**src/rtl/clk_switch_ctrl_if.sv**
```systemverilog
// Request/status handshake between the clock control registers and clk_switch_ctrl.
interface clk_switch_ctrl_if;
    logic req_valid;
    logic req_sel;
    logic req_ready;
    logic busy;
    logic done;
    logic err;

    modport master (output req_valid, req_sel, input req_ready, busy, done, err);
    modport slave  (input req_valid, req_sel, output req_ready, busy, done, err);
endinterface

```
**src/rtl/clk_switch_ctrl.sv**
```systemverilog
// Sequencer for the 2:1 glitch-free clock mux select, running on the always-on clk0.
// Optional continuous clk1 failover monitoring is compiled in with CLK_FAILOVER_EN.
module clk_switch_ctrl #(
    parameter int CHECK_WIN   = 64,
    parameter int MIN_TOGGLES = 4,
    parameter int SETTLE_CYC  = 8
) (
    input  logic               clk0,
    input  logic               rst_n,
    clk_switch_ctrl_if.slave   req,
    input  logic               clk1_tog,
    output logic               sel,
    output logic               cur_src,
    output logic               clk_fail
);
    localparam int WW = $clog2(CHECK_WIN) + 1;
    localparam int TW = $clog2(MIN_TOGGLES) + 1;
    localparam int SW = $clog2(SETTLE_CYC) + 1;
    localparam logic [WW-1:0] WIN_LAST    = WW'(CHECK_WIN - 1);
    localparam logic [TW-1:0] TOG_MIN     = TW'(MIN_TOGGLES);
    localparam logic [SW-1:0] SETTLE_LAST = SW'(SETTLE_CYC - 1);

    typedef enum logic [2:0] {IDLE, CHECK, SETTLE, DONE, ERR} state_t;

    state_t        state;
    logic          target;
    logic [1:0]    tog_sync;
    logic          tog_prev;
    logic          tog_evt;
    logic [WW-1:0] win_cnt;
    logic [TW-1:0] tog_cnt;
    logic [TW-1:0] tog_cnt_inc;
    logic [SW-1:0] settle_cnt;
    logic          busy_reg;
    logic          ready_reg;
    logic          done_reg;
    logic          err_reg;

    assign req.busy      = busy_reg;
    assign req.req_ready = ready_reg;
    assign req.done      = done_reg;
    assign req.err       = err_reg;

    // Each change of the synchronised clk1 toggle counts as one liveness event.
    assign tog_evt     = tog_sync[1] ^ tog_prev;
    assign tog_cnt_inc = (tog_evt && (tog_cnt != TOG_MIN)) ? tog_cnt + 1'b1 : tog_cnt;

    always_ff @(posedge clk0 or negedge rst_n) begin
        if (!rst_n) begin
            tog_sync <= 2'b00;
            tog_prev <= 1'b0;
        end else begin
            tog_sync <= {tog_sync[0], clk1_tog};
            tog_prev <= tog_sync[1];
        end
    end

`ifdef CLK_FAILOVER_EN
    logic [WW-1:0] mon_cnt;
    logic          clk_fail_reg;
    assign clk_fail = clk_fail_reg;
`else
    assign clk_fail = 1'b0;
`endif

    always_ff @(posedge clk0 or negedge rst_n) begin
        if (!rst_n) begin
            state      <= IDLE;
            target     <= 1'b0;
            sel        <= 1'b0;
            cur_src    <= 1'b0;
            win_cnt    <= '0;
            tog_cnt    <= '0;
            settle_cnt <= '0;
            busy_reg   <= 1'b0;
            ready_reg  <= 1'b1;
            done_reg   <= 1'b0;
            err_reg    <= 1'b0;
`ifdef CLK_FAILOVER_EN
            mon_cnt      <= '0;
            clk_fail_reg <= 1'b0;
`endif
        end else begin
            done_reg <= 1'b0;
            err_reg  <= 1'b0;
`ifdef CLK_FAILOVER_EN
            mon_cnt  <= '0;
`endif
            case (state)
                IDLE: begin
                    if (req.req_valid) begin
                        target    <= req.req_sel;
                        busy_reg  <= 1'b1;
                        ready_reg <= 1'b0;
`ifdef CLK_FAILOVER_EN
                        clk_fail_reg <= 1'b0;
`endif
                        if (req.req_sel == cur_src) begin
                            state    <= DONE;
                            done_reg <= 1'b1;
                        end else if (!req.req_sel) begin
                            state      <= SETTLE;
                            sel        <= 1'b0;
                            settle_cnt <= '0;
                        end else begin
                            state   <= CHECK;
                            win_cnt <= '0;
                            tog_cnt <= '0;
                        end
                    end
`ifdef CLK_FAILOVER_EN
                    // A dead clk1 cannot hand the mux back, so force clk0 and flag it.
                    else if (cur_src) begin
                        if (tog_evt) begin
                            mon_cnt <= '0;
                        end else if (mon_cnt == WIN_LAST) begin
                            sel          <= 1'b0;
                            cur_src      <= 1'b0;
                            clk_fail_reg <= 1'b1;
                            err_reg      <= 1'b1;
                        end else begin
                            mon_cnt <= mon_cnt + 1'b1;
                        end
                    end
`endif
                end
                CHECK: begin
                    tog_cnt <= tog_cnt_inc;
                    if (win_cnt == WIN_LAST) begin
                        if (tog_cnt_inc >= TOG_MIN) begin
                            state      <= SETTLE;
                            sel        <= 1'b1;
                            settle_cnt <= '0;
                        end else begin
                            state   <= ERR;
                            err_reg <= 1'b1;
                        end
                    end else begin
                        win_cnt <= win_cnt + 1'b1;
                    end
                end
                SETTLE: begin
                    if (settle_cnt == SETTLE_LAST) begin
                        state    <= DONE;
                        done_reg <= 1'b1;
                        cur_src  <= target;
                    end else begin
                        settle_cnt <= settle_cnt + 1'b1;
                    end
                end
                DONE, ERR: begin
                    state     <= IDLE;
                    busy_reg  <= 1'b0;
                    ready_reg <= 1'b1;
                end
                default: begin
                    state     <= IDLE;
                    busy_reg  <= 1'b0;
                    ready_reg <= 1'b1;
                end
            endcase
        end
    end
endmodule
```
**src/flat_wrapper.sv**
```systemverilog
// flat-port wrapper written by rule: the top's interface ports become plain ports
module clk_switch_ctrl_flat 
#(
    parameter int CHECK_WIN   = 64,
    parameter int MIN_TOGGLES = 4,
    parameter int SETTLE_CYC  = 8
)
  (clk0, rst_n, clk1_tog, sel, cur_src, clk_fail, req_req_valid, req_req_sel, req_req_ready, req_busy, req_done, req_err);
  clk_switch_ctrl_if req_i ();
  input  logic clk0;
  input  logic rst_n;
  input  logic clk1_tog;
  output logic sel;
  output logic cur_src;
  output logic clk_fail;
  input wire logic [$bits(req_i.req_valid)-1:0] req_req_valid;
  input wire logic [$bits(req_i.req_sel)-1:0] req_req_sel;
  output wire logic [$bits(req_i.req_ready)-1:0] req_req_ready;
  output wire logic [$bits(req_i.busy)-1:0] req_busy;
  output wire logic [$bits(req_i.done)-1:0] req_done;
  output wire logic [$bits(req_i.err)-1:0] req_err;
  assign req_i.req_valid = req_req_valid;
  assign req_i.req_sel = req_req_sel;
  assign req_req_ready = req_i.req_ready;
  assign req_busy = req_i.busy;
  assign req_done = req_i.done;
  assign req_err = req_i.err;
  clk_switch_ctrl #(.CHECK_WIN(CHECK_WIN), .MIN_TOGGLES(MIN_TOGGLES), .SETTLE_CYC(SETTLE_CYC)) u_core (.clk0(clk0), .rst_n(rst_n), .req(req_i), .clk1_tog(clk1_tog), .sel(sel), .cur_src(cur_src), .clk_fail(clk_fail));
endmodule
```
**config.mk**
```make
export PLATFORM = sky130hd
export DESIGN_NAME = clk_switch_ctrl_flat
export DESIGN_NICKNAME = d
export VERILOG_FILES = /design/src/rtl/clk_switch_ctrl_if.sv /design/src/rtl/clk_switch_ctrl.sv /design/src/flat_wrapper.sv
export SDC_FILE = /design/constraint.sdc
export NUM_CORES = 1
export LEC_CHECK = 0
export CAP_MARGIN = 20
export CORE_MARGIN = 2
export CORE_UTILIZATION = 45
export DETAILED_ROUTE_END_ITERATION = 8
export PLACE_DENSITY = 0.67
export RECOVER_POWER = 25
export SYNTH_ARGS = -nofsm -noshare
export SYNTH_HDL_FRONTEND = slang
export SYNTH_SLANG_ARGS = --single-unit
```
**constraint.sdc**
```tcl
create_clock -name clk0 -period 1.9 [get_ports clk0]
set_clock_uncertainty 0.15 [all_clocks]
set_input_delay 0.38 -clock clk0 [delete_from_list [all_inputs] [get_ports clk0]]
set_output_delay 0.38 -clock clk0 [all_outputs]
set_load 0.01 [all_outputs]
```
==> summary.md <==
| Metric | Value |
|---|---|
| Highest routing layer actually used | met4 |
| Syn nets | 150 |
| Crit start category | register |
| Cell chain of the critical path | ha_4, and3_4, nand4_1, and3_4, nand2_1, o31ai_2 |
| H-tree levels | 1 |
| Largest net degree at the start of global routing | 28 |
| Power Density | 1230 nW/um^2 |
| Hold crit path type | reg2reg |
| Crit path max fanout | 5 |
| Post-Route WL | ~2800 um |
| DR vias | 1104 |
| F_max | about 540 MHz |
| Worst-Skew Late Latency | 0.33 ns |
| Syn avg cell area | 9.75 um^2 |
| Run status | complete, but fails checks |
| Placeable Area | 2810 um^2 |
| Placed wire-length estimate | 1970 um |
| Commonest non-fill, non-tap cells in the layout | dfrtp_1 (25), nor2_1 (16), buf_4 (15) |
| Register bit total from synthesis | 27 |
| Gr usage total | between 15 and 20% |
| DR WL met3 | around 150 um |
| Clk slew on worst S/H paths | ~0.15 ns |
| Final ANT Viol Nets | 0 |
| Cts bufs inserted | 3 |
| Row Count | 19 |
| Synth Cell Area | approximately 1400 um^2 |
| DRT met1 WL | between 1000 and 1500 um |
| Nets@finish | 178 |
| Max-slew violation count | 0 |
| Vias per cell | around 5.6 |
| Initial antenna violation count | 0 |
| GRT overflow | 0 |
| Global-route wire length before repair | 4710 um |
| Register area share after synthesis | about 50% |
| Vias in the first global route | around 1100 |
| Syn Inst Count | around 140 |
| Root Buffer Master | clkbuf_4 |
| IO Pins | 12 |
| Rel. slew slack | a little under three fifths |
| CP Class | reg2reg |
| Final Hold Vio Count | 0 |
| Clock sinks | 27 |
| Util after Layout | 60.3% |
| Setup-failing EPs final | 0 |
| Port Buf Inserts | 10 |
| Die W | 58.9 um |
| Post-route minimum period | 1.84 ns |
| Syn-to-layout area delta | 24.7% |
| CP most frequent cell | and3_4 |
| Placed Area | around 1600 um^2 |
| Max reg flops | 7 |
| RSZ-0062 raised after global routing | yes |
| CP Capture Type | register |
| Top Registers | u_core.win_cnt (7), u_core.settle_cnt (4) |
| Number of distinct library cells after synthesis | 43 |
| Critical path data arrival time | a little under 2 ns |
| Most flop-heavy register | u_core.win_cnt |
| Antenna diode count | 0 |
| Fin crit share | 96.8% |
| Per-cell routed wire length | 14.2 um |
| R2R depth | 6 |
| Number of remaining DRC errors | 1 |
| Leading cell type in the layout, fill and taps excluded | dfrtp_1 |
| Synthesis Warnings | 0 |
| CTS Buffer Depth | 2 |
| Failing checks | design-rule violations |
| Area of the die | 3470 um^2 |
| Worst Max-Slew Pin Slew | 0.648 ns |
| Final instance area | 1690 um^2 |
| Required time of the critical path | 2.00 ns |
| Area of the multi-input gates | 696 um^2 |
| Seq. cell area | 678 um^2 |
| Max capacitance violation total | 0 |
| Starting density of the core | approximately half |
| Drt initial violations | 38 |
| Gpl congestion | approximately 0.87 |
| Hold Path Cell Cnt | 0 |
| Met2 wire length | 1340 um |
| VDD IR max | 0.000599 V |
| Crit-path max cell delay | 0.45 ns |
| Filler cells | 233 |
| DIE HEIGHT | 58.9 um |
| CTS tree | built |
| Drt pass-1 iters | 6 |
| Static Leakage | 0.000819 uW |
| Slowest library cell on the worst path | dfrtp_1 |
| Share of layout cells above drive strength 1 | 24.1% |
==> worst paths after layout <==
| check | end | slack [ns] | start |
|---|---|---|---|
| max in group asynchronous | u_core.state[0] | 0.72 | rst_n |
| worst min-delay path | u_core.tog_sync[1] | 0.22 | u_core.tog_sync[0] |
| min in group asynchronous | u_core.win_cnt[4] | 0.43 | rst_n |
| worst min register to register | u_core.tog_sync[1] | 0.22 | u_core.tog_sync[0] |
| worst max register to register | u_core.win_cnt[3] | 0.06 | u_core.win_cnt[1] |
| worst max-delay path | u_core.win_cnt[3] | 0.06 | u_core.win_cnt[1] |
==> power breakdown <==
part           switching, uW  total, uW  internal [uW]
registers                159        894            735
clock network            173        254           80.4
logic                    494        935            441
total                    827       2080           1260
==> cell usage after synthesis, drive strengths merged <==
| master | instances | area share (%) |
|---|---|---|
| o31ai | 3 | 1.7 |
| clkbuf | 1 | 0.28 |
| and3b | 1 | 0.65 |
| buf | 2 | 0.92 |
| dfstp | 1 | 1.9 |
| and4b | 1 | 0.74 |
| nand3b | 1 | 0.55 |
| o21bai | 1 | 0.55 |
| nand2 | 14 | 3.9 |
| nor3b | 2 | 1.5 |
| and3 | 4 | 2.2 |
| nor3 | 5 | 2.6 |
| xnor2 | 1 | 0.65 |
| o221ai | 1 | 0.65 |
| mux2i | 2 | 1.5 |
| ha | 6 | 5.5 |
| conb | 1 | 0.28 |
| a21o | 3 | 1.7 |
| inv | 7 | 1.9 |
| o21a | 2 | 1.1 |
| nand4 | 1 | 0.46 |
| or2 | 2 | 0.92 |
| nand3 | 9 | 3.3 |
| a211oi | 1 | 0.55 |
| o41ai | 1 | 1.2 |
| a32o | 1 | 0.74 |
| a31oi | 1 | 0.46 |
| or3 | 2 | 0.92 |
| nor2b | 1 | 0.46 |
| a21oi | 4 | 1.5 |
| o21ai | 11 | 4.1 |
| dfrtp | 26 | 48 |
| xor2 | 2 | 1.3 |
| nand2b | 1 | 0.46 |
| nor2 | 17 | 4.9 |
==> cells by family after synthesis <==
| logic type | share of synthesized area (%) |
|---|---|
| muxes | 1.48 |
| and+or+nand+nor | 23.5 |
| adders and majority gates | 5.54 |
| other | 0.277 |
| DFF | 50.0 |
| xor gates and xnor gates | 1.94 |
| AOI/OAI and AO/OA | 14.1 |
| buffers and inverters | 3.14 |
==> cell type report <==
type                            count  share of cell area [%]
Sequential cell                    27                    40.1
Timing Repair Buffer               26                    13.1
Tap cell                           31                    2.29
Inverter                            7                    1.55
Clock inverter                      1                   0.444
Multi-Input combinational cell    102                    41.2
Clock buffer                        3                    1.33
==> worst max-delay path, delay by kind of cell (launching register included) <==
kind | cells | cell delay [ns]
and+or+nand+nor | 4 | 0.75
DFF | 1 | 0.45
AOI/OAI and AO/OA | 1 | 0.24
adders and majority gates | 1 | 0.18
==> per-stage QoR <==
stage | power, uW | instances | worst slack (ns) | hold WS (ns) | TNS [ns]
after floorplan | 1430 | 139 | 0.126 | -0.0656 | 0
after global placement | 1720 | 189 | -0.360 | 0.189 | -3.93
after detailed placement | 1750 | 189 | -0.433 | 0.191 | -4.62
after CTS | 2010 | 193 | 0.00437 | 0.224 | 0
after global routing | 2270 | 197 | -0.0190 | 0.227 | -0.0195
final | 2080 | 197 | 0.0603 | 0.218 | 0
==> repair_timing <==
item,4_1_cts,5_1_grt
buffers inserted,0,4
pin swaps,5,9
gates resized for setup,8,11
endpoints found under the setup margin,7,10
hold buffers,0,0
==> routing by layer <==
| metal | track usage [%] | vias to the layer above |
|---|---|---|
| li1 | - | 540 |
| met1 | 23.7 | 529 |
| met2 | 28.9 | 33 |
| met3 | 2.42 | 2 |
| met4 | 6.49 | 0 |
| met5 | 0 | - |
(Power assumes the default switching activity.)
